**src/rtl/bit_serializer.sv**
```systemverilog
// Parallel-to-serial stage: WIDTH-bit words in over valid/ready, one bit per clock out on x.
// Latency: bit i of a word accepted at edge k appears after edge k+i; back-to-back words have no gap.
// Backpressure: in_ready only in IDLE or while the last bit of a word is on x (combinational).
module bit_serializer #(
    parameter int WIDTH     = 8,
    parameter bit MSB_FIRST = 1'b1
) (
    input  logic             clk,
    input  logic             rst,
    input  logic [WIDTH-1:0] in_data,
    input  logic             in_valid,
    output logic             in_ready,
    output logic             x,
    output logic             x_valid,
    output logic             busy
);

    localparam int CW = $clog2(WIDTH);

    typedef enum logic {
        IDLE  = 1'b0,
        SHIFT = 1'b1
    } state_t;

    state_t           state_q, state_d;
    logic [WIDTH-1:0] sreg_q, sreg_d;
    logic [CW-1:0]    cnt_q, cnt_d;
    logic             x_q, x_d;
    logic             xv_q, xv_d;
    logic             accept;

    assign in_ready = !rst && ((state_q == IDLE) || (cnt_q == '0));
    assign accept   = in_valid && in_ready;

    assign x       = x_q;
    assign x_valid = xv_q;
    assign busy    = (state_q == SHIFT);

    always_comb begin
        state_d = state_q;
        sreg_d  = sreg_q;
        cnt_d   = cnt_q;
        x_d     = x_q;
        xv_d    = xv_q;
        if (accept) begin
            // First bit goes straight to x; the rest sit in sreg aligned at the output end.
            x_d     = MSB_FIRST ? in_data[WIDTH-1] : in_data[0];
            sreg_d  = MSB_FIRST ? (in_data << 1) : (in_data >> 1);
            cnt_d   = CW'(WIDTH - 1);
            xv_d    = 1'b1;
            state_d = SHIFT;
        end else if ((state_q == SHIFT) && (cnt_q != '0)) begin
            x_d    = MSB_FIRST ? sreg_q[WIDTH-1] : sreg_q[0];
            sreg_d = MSB_FIRST ? (sreg_q << 1) : (sreg_q >> 1);
            cnt_d  = cnt_q - CW'(1);
        end else begin
            x_d     = 1'b0;
            xv_d    = 1'b0;
            sreg_d  = '0;
            cnt_d   = '0;
            state_d = IDLE;
        end
    end

    always_ff @(posedge clk) begin
        if (rst) begin
            state_q <= IDLE;
            sreg_q  <= '0;
            cnt_q   <= '0;
            x_q     <= 1'b0;
            xv_q    <= 1'b0;
        end else begin
            state_q <= state_d;
            sreg_q  <= sreg_d;
            cnt_q   <= cnt_d;
            x_q     <= x_d;
            xv_q    <= xv_d;
        end
    end

endmodule

```
**config.mk**
```make
export PLATFORM = sky130hd
export DESIGN_NAME = bit_serializer
export DESIGN_NICKNAME = d
export VERILOG_FILES = /design/src/rtl/bit_serializer.sv
export SDC_FILE = /design/constraint.sdc
export NUM_CORES = 1
export LEC_CHECK = 0
export ABC_CLOCK_PERIOD_IN_PS = 1200
export BUFFER_PORTS_ARGS = -buffer_cell sky130_fd_sc_hd__buf_2
export CAP_MARGIN = 20
export CORE_AREA = 4 4 41 43
export DETAILED_ROUTE_END_ITERATION = 12
export DIE_AREA = 0 0 45 47
export GPL_ROUTABILITY_DRIVEN = 1
export GPL_TIMING_DRIVEN = 0
export PLACE_DENSITY = 0.63
export SYNTH_ARGS = -nofsm -noshare
export SYNTH_HDL_FRONTEND = slang
export SYNTH_SLANG_ARGS = --single-unit
```
**constraint.sdc**
```tcl
create_clock -name clk -period 1.2 [get_ports clk]
set_input_delay 0.12 -clock clk [delete_from_list [all_inputs] [get_ports clk]]
set_output_delay 0.12 -clock clk [all_outputs]
set_load 0.02 [all_outputs]
```
# ---- After elaboration in Yosys (flattened, before gate mapping)
# Index checks and enable logic that the tools add are counted.
dict set report op_classes {
  addsub 1
  bitwise_logic 1
  mux 8
  n_reduce_logical 8
  eq_ne 1
}
# operator n
set ops {}
lappend ops {{8-bit 2-to-1 mux} 2}
lappend ops {{3-bit 2-to-1 mux} 2}
lappend ops {{1-bit 2-to-1 mux} 4}
lappend ops {{1-bit logical AND} 3}
lappend ops {{3-bit zero test} 1}
lappend ops {{3-bit nonzero test} 1}
lappend ops {{3-bit by 1-bit subtractor with 3-bit output, second input constant} 1}
lappend ops {{2-bit inequality test, second input constant} 1}
lappend ops {{2-bit OR reduction} 1}
lappend ops {{1-bit zero test} 1}
lappend ops {{1-bit logical OR} 1}
lappend ops {{1-bit inverter} 1}
dict set report totals {
  output_inout_bits 4
  wordCells 24
  register_bits 13
  input_bits 11
}

# ---- Depth between registers and ports, before layout
dict set report logic_depth {
  depth_word 5
  mapped_depth 7
  depth_no_buf 6
}

# ---- Worst setup path after synthesis
# No wires, ideal clock.
dict set report synth_path {
  path_kind {register to register}
  startpoint {reg cnt_q[0]}
  endpoint {reg cnt_q[0]}
  arrival_time_ps 1160
  setup_time_ps 117
  t_required_ps 1083
  synth_period_minus_slack_ps 1277
  stages_incl_launch_ff 8
  slack_ps -77
  path_buffers 1
  cell_sequence {dfxtp_1 -> inv_1 -> ha_1 -> ha_1 -> nand2b_1 -> buf_4 -> mux2i_1 -> nor2_1}
}
dict set report synth_between {
  elab_chain_len 5
  elab_cells_between_ends 9
  cone_classes {1 x add/sub; 2 x mux; 6 x reduce/logical}
}
# element line_no
set synth_lines {}
lappend synth_lines {{start: declaration} 27} ;# logic [CW-1:0] cnt_q, cnt_d;
lappend synth_lines {{start signal: assignment} 75} ;# cnt_q <= cnt_d;
lappend synth_lines {{branches (longest 4 deep; another with 3-bit by 1-bit subtractor with 3-bit output)} --}
lappend synth_lines {{3-bit 2-to-1 mux *} 45} ;# if (accept) begin
# Every way passes the cells marked *.
# A chain may end at the register's enable or synchronous reset.

# ---- Worst setup path after layout
dict set report layout_path {
  startpoint {reg cnt_q[0]}
  endpoint {out in_ready}
}
dict set report layout_between {
  elab_chain_len 3
}
# element line_no
set layout_lines {}
lappend layout_lines {{3-bit zero test} 32} ;# assign in_ready = !rst && ((state_q == IDLE) || (cnt_q == '0));
lappend layout_lines {{1-bit logical OR} 32}
lappend layout_lines {{1-bit logical AND} 32}
lappend layout_lines {{end: declaration} 12} ;# output logic in_ready,
# Every way passes these cells.

==> report_table.html <==
<table>
<tr><th>Metric</th><th>Value</th></tr>
<tr><th colspan="2">Cells and area</th></tr>
<tr><td>Final nets</td><td>just over 80</td></tr>
<tr><td>Area overhead of the layout relative to synthesis</td><td>38.4%</td></tr>
<tr><td>Share of layout cells above drive strength 1</td><td>0.464</td></tr>
<tr><td>Final core utilization</td><td>0.499</td></tr>
<tr><td>Final instance area</td><td>~650 um2</td></tr>
<tr><td>Inserted Diodes</td><td>0</td></tr>
<tr><td>Fill cell instance count of the final layout</td><td>roughly 140</td></tr>
<tr><th colspan="2">Yosys</th></tr>
<tr><td>Syn_area_per_cell</td><td>slightly below 9 um2</td></tr>
<tr><td>Post-synthesis instance area</td><td>between 400 and 500 um2</td></tr>
<tr><td>Syn_nets</td><td>between 60 and 70</td></tr>
<tr><td>Yosys synthesis warning count</td><td>0</td></tr>
<tr><td>Register area share after synthesis</td><td>0.512</td></tr>
<tr><td>Ranking of synthesized cells by area</td><td>dfxtp_1, a21oi_1, nand3_1</td></tr>
<tr><td>Proportion of netlist area held by the largest area contributor</td><td>0.512</td></tr>
<tr><td>Largest area contributor in the synthesized netlist</td><td>dfxtp_1</td></tr>
<tr><td>Synth unique cells</td><td>14</td></tr>
<tr><td>Post-synthesis instance total</td><td>53</td></tr>
<tr><td>Register bit count reported by yosys</td><td>12</td></tr>
<tr><th colspan="2">CTS</th></tr>
<tr><td>Clock tree from TritonCTS</td><td>built</td></tr>
<tr><td>Clk_lat worst skew</td><td>roughly 270 ps</td></tr>
<tr><td>Post-cts hold buffer count</td><td>0</td></tr>
<tr><td>CTS buffer count</td><td>3</td></tr>
<tr><td>Number of buffers between clock root and the deepest sink</td><td>2</td></tr>
<tr><td>Number of clock sinks seen by CTS</td><td>12</td></tr>
<tr><td>H-tree level count</td><td>1</td></tr>
<tr><td>Clock tree root buffer cell</td><td>clkbuf_4</td></tr>
<tr><td>Clock transition time at the flip-flop clock pins of the worst setup and hold paths</td><td>approximately 80 ps</td></tr>
<tr><th colspan="2">Critical path</th></tr>
<tr><td>Series of cell instances along the critical path</td><td>inv_2 &gt; ha_4 &gt; ha_4 &gt; nor2b_4 &gt; nor2_2 &gt; buf_6</td></tr>
<tr><td>Worst Path Class, Setup</td><td>flip-flop to output port</td></tr>
<tr><td>Endpoint of the worst-slack reg-to-reg timing path</td><td>cnt_q[0]</td></tr>
<tr><td>Slowest cell on crit path</td><td>dfxtp_2</td></tr>
<tr><td>Setup crit start kind</td><td>flip-flop</td></tr>
<tr><td>FF-to-FF setup slack</td><td>-110 ps</td></tr>
<tr><td>CP endpoint kind</td><td>output port</td></tr>
<tr><td>CP arrival</td><td>1260 ps</td></tr>
<tr><td>Worst reg2reg path depth</td><td>7</td></tr>
<tr><td>WP data required</td><td>1080 ps</td></tr>
<tr><td>Largest fanout of any net on the critical path</td><td>2</td></tr>
<tr><td>Most prevalent standard cell on the critical path</td><td>ha_4</td></tr>
<tr><td>Delay of the slowest cell on the worst path</td><td>approximately 320 ps</td></tr>
<tr><td>Worst R2R Start</td><td>cnt_q[0]</td></tr>
<tr><th colspan="2">STA</th></tr>
<tr><td>Max-slew headroom</td><td>0.844</td></tr>
<tr><td>Fmax</td><td>around 0.73 GHz</td></tr>
<tr><td>Period utilization</td><td>1.15</td></tr>
<tr><td>Final Hold Fails</td><td>0</td></tr>
<tr><td>RSZ-0062 raised after global routing</td><td>true</td></tr>
<tr><td>Worst-case setup margin in the final layout</td><td>-176 ps</td></tr>
<tr><td>Number of setup violations in the final report</td><td>11</td></tr>
<tr><td>Shortest period the worst path allows</td><td>around 1400 ps</td></tr>
<tr><td>Total negative slack for setup checks</td><td>-806 ps</td></tr>
<tr><td>Fin Clk Skew</td><td>between 3 and 4 ps</td></tr>
<tr><td>Worst slew pin tran</td><td>between 200 and 250 ps</td></tr>
<tr><td>Final count of pins violating max slew</td><td>0</td></tr>
<tr><th colspan="2">Pwr</th></tr>
<tr><td>Power density over the cells</td><td>approximately 1400 mW/mm2</td></tr>
<tr><td>Final Total Pwr</td><td>915 uW</td></tr>
<tr><td>Worst supply voltage drop on vdd</td><td>a little over 0.0007 V</td></tr>
<tr><td>Static power due to leakage</td><td>0.000293 uW</td></tr>
<tr><th colspan="2">Drt</th></tr>
<tr><td>Average detailed-routed wire length per instance</td><td>about 11 um</td></tr>
<tr><td>Pre-Repair DR Iteration Count</td><td>2</td></tr>
<tr><td>Vias</td><td>394</td></tr>
<tr><td>Routed vias/inst</td><td>4.69</td></tr>
<tr><td>Drt initial violations</td><td>2</td></tr>
<tr><td>Number of nets with antenna violations after detailed routing</td><td>0</td></tr>
<tr><td>Total routed wirelength</td><td>around 950 um</td></tr>
<tr><td>Post-route DRC violation count</td><td>0</td></tr>
<tr><th colspan="2">Floorplan</th></tr>
<tr><td>Std-Cell Rows</td><td>13</td></tr>
<tr><td>Initial core utilization</td><td>0.361</td></tr>
<tr><td>Boundary pin count</td><td>15</td></tr>
<tr><td>Chip width</td><td>45 um</td></tr>
<tr><td>Floorplan die height</td><td>47 um</td></tr>
<tr><td>Die area</td><td>between 0.002 and 0.0025 mm2</td></tr>
<tr><td>Core Box Area</td><td>~0.0013 mm2</td></tr>
<tr><th colspan="2">Outcome</th></tr>
<tr><td>Failing checks</td><td>negative setup slack</td></tr>
<tr><td>Outcome</td><td>complete, but fails checks</td></tr>
<tr><th colspan="2">Global routing</th></tr>
<tr><td>Global-route wire length before repair</td><td>approximately 1.7 mm</td></tr>
<tr><td>Maximum number of pins on one net before global-route repair</td><td>11</td></tr>
<tr><td>Vias in the first global route</td><td>~370</td></tr>
<tr><td>Initial antenna violation count</td><td>0</td></tr>
<tr><td>GRT overflow</td><td>0</td></tr>
<tr><td>Overall fraction of global-route tracks in use</td><td>0.118</td></tr>
<tr><th colspan="2">Placed design</th></tr>
<tr><td>Global placer's final weighted congestion</td><td>0.676</td></tr>
<tr><td>Placed cell area</td><td>about 580 um2</td></tr>
<tr><td>HPWL after detailed placement</td><td>~630 um</td></tr>
<tr><td>Count of input and output buffers</td><td>12</td></tr>
<tr><th colspan="2">Worst hold path</th></tr>
<tr><td>Hold Path Origin</td><td>in_data[0]</td></tr>
<tr><td>Hold depth</td><td>2</td></tr>
<tr><td>End of the worst hold path</td><td>sreg_q[1]</td></tr>
<tr><td>Worst min path class</td><td>input pin to flip-flop</td></tr>
<tr><th colspan="2">Job</th></tr>
<tr><td>Max Cap Viol</td><td>0</td></tr>
</table>
[layer usage]
metal  vias to the layer above  global-route usage  share of wire
li1                        205                   -              -
met1                       179               0.136           0.45
met2                         8               0.184           0.49
met3                         2              0.0268          0.051
met4                         0               0.105         0.0094
met5                         -                   0              0
[per-stage QoR]
stage / setup WS (ps) / instances / hold slack [ps]
2_1_floorplan: -19.5 / 53 / 273
3_3_place_gp: -71.2 / 80 / 361
3_5_place_dp: -83.6 / 80 / 363
4_1_cts: -198 / 83 / 75.8
5_1_grt: -228 / 84 / 96.3
6_report: -176 / 84 / 87.4
[cell families after synthesis]
group / synth area share
compound gates: 0.120
mux: 0.0213
buf+inv: 0.101
flops: 0.512
simple gates: 0.192
fa+ha+maj: 0.0533
[flip-flops by register name, summed over array words and instances (netlist names)]
name / count
cnt_q: 3
sreg_q: 7
x: 1
x_valid: 1
[power breakdown]
group	internal, uW	leakage [uW]	switching (uW)
Combinational	82.1	0.000172	84.6
Clock	184	0.0000210	131
Sequential	423	0.0000992	9.74
Total	689	0.000293	226
[cell type report]
cell class              count  area [um2]  share of cell area
multi-input cells          32         239               0.368
well taps                  15        18.8              0.0289
inverters                   4        15.0              0.0231
clock buffers               4        36.3              0.0559
plain buffers               3        17.5              0.0270
flip-flops and latches     12         241               0.372
repair buffers             14        81.3               0.125
[synthesized netlist by cell type]
master	count
nand2b_1	1
buf_4	3
nor2b_2	1
inv_1	4
dfxtp_1	12
mux2i_1	1
nand2_1	7
buf_2	2
a21oi_1	9
nand3_1	7
and3_1	1
o21bai_2	1
ha_1	2
nor2_1	2
[repair_timing]
item | 4_1_cts | 5_1_grt
setup buffers | 1 | 1
pin swaps | 2 | 3
setup endpoints to repair | 13 | 13
gates resized for setup | 4 | 6
[worst max-delay path, delay by kind of cell (launching register included)]
kind | cells | cell delay (ps)
buf+inv | 2 | 170
simple gates | 2 | 170
fa+ha+maj | 2 | 320
flops | 1 | 320
[placed cells by master, fill, tap and decap left out]
master / instances
buf_6: 1
ha_4: 2
and3_1: 1
a21oi_1: 9
clkbuf_4: 3
nor2_1: 1
buf_4: 3
inv_2: 2
nand3_2: 2
nand2b_4: 1
nor2_2: 1
dfxtp_1: 11
nand2_1: 7
inv_1: 2
nand3_1: 5
buf_2: 13
nor2b_4: 1
mux2i_1: 1
o21bai_4: 1
clkbuf_8: 1
dfxtp_2: 1
[worst max-delay path by stage]
stage          slack [ps]  cells after the start      from  endpoint
2_1_floorplan         -20                      7  cnt_q[0]  cnt_q[0]
3_3_place_gp          -70                      7  cnt_q[0]  cnt_q[0]
3_5_place_dp          -80                      7  cnt_q[0]  cnt_q[0]
4_1_cts              -200                      6  cnt_q[0]  in_ready
5_1_grt              -230                      6  cnt_q[0]  in_ready
6_report             -180                      6  cnt_q[0]  in_ready
No activity file was read; power rests on OpenSTA's default activity.
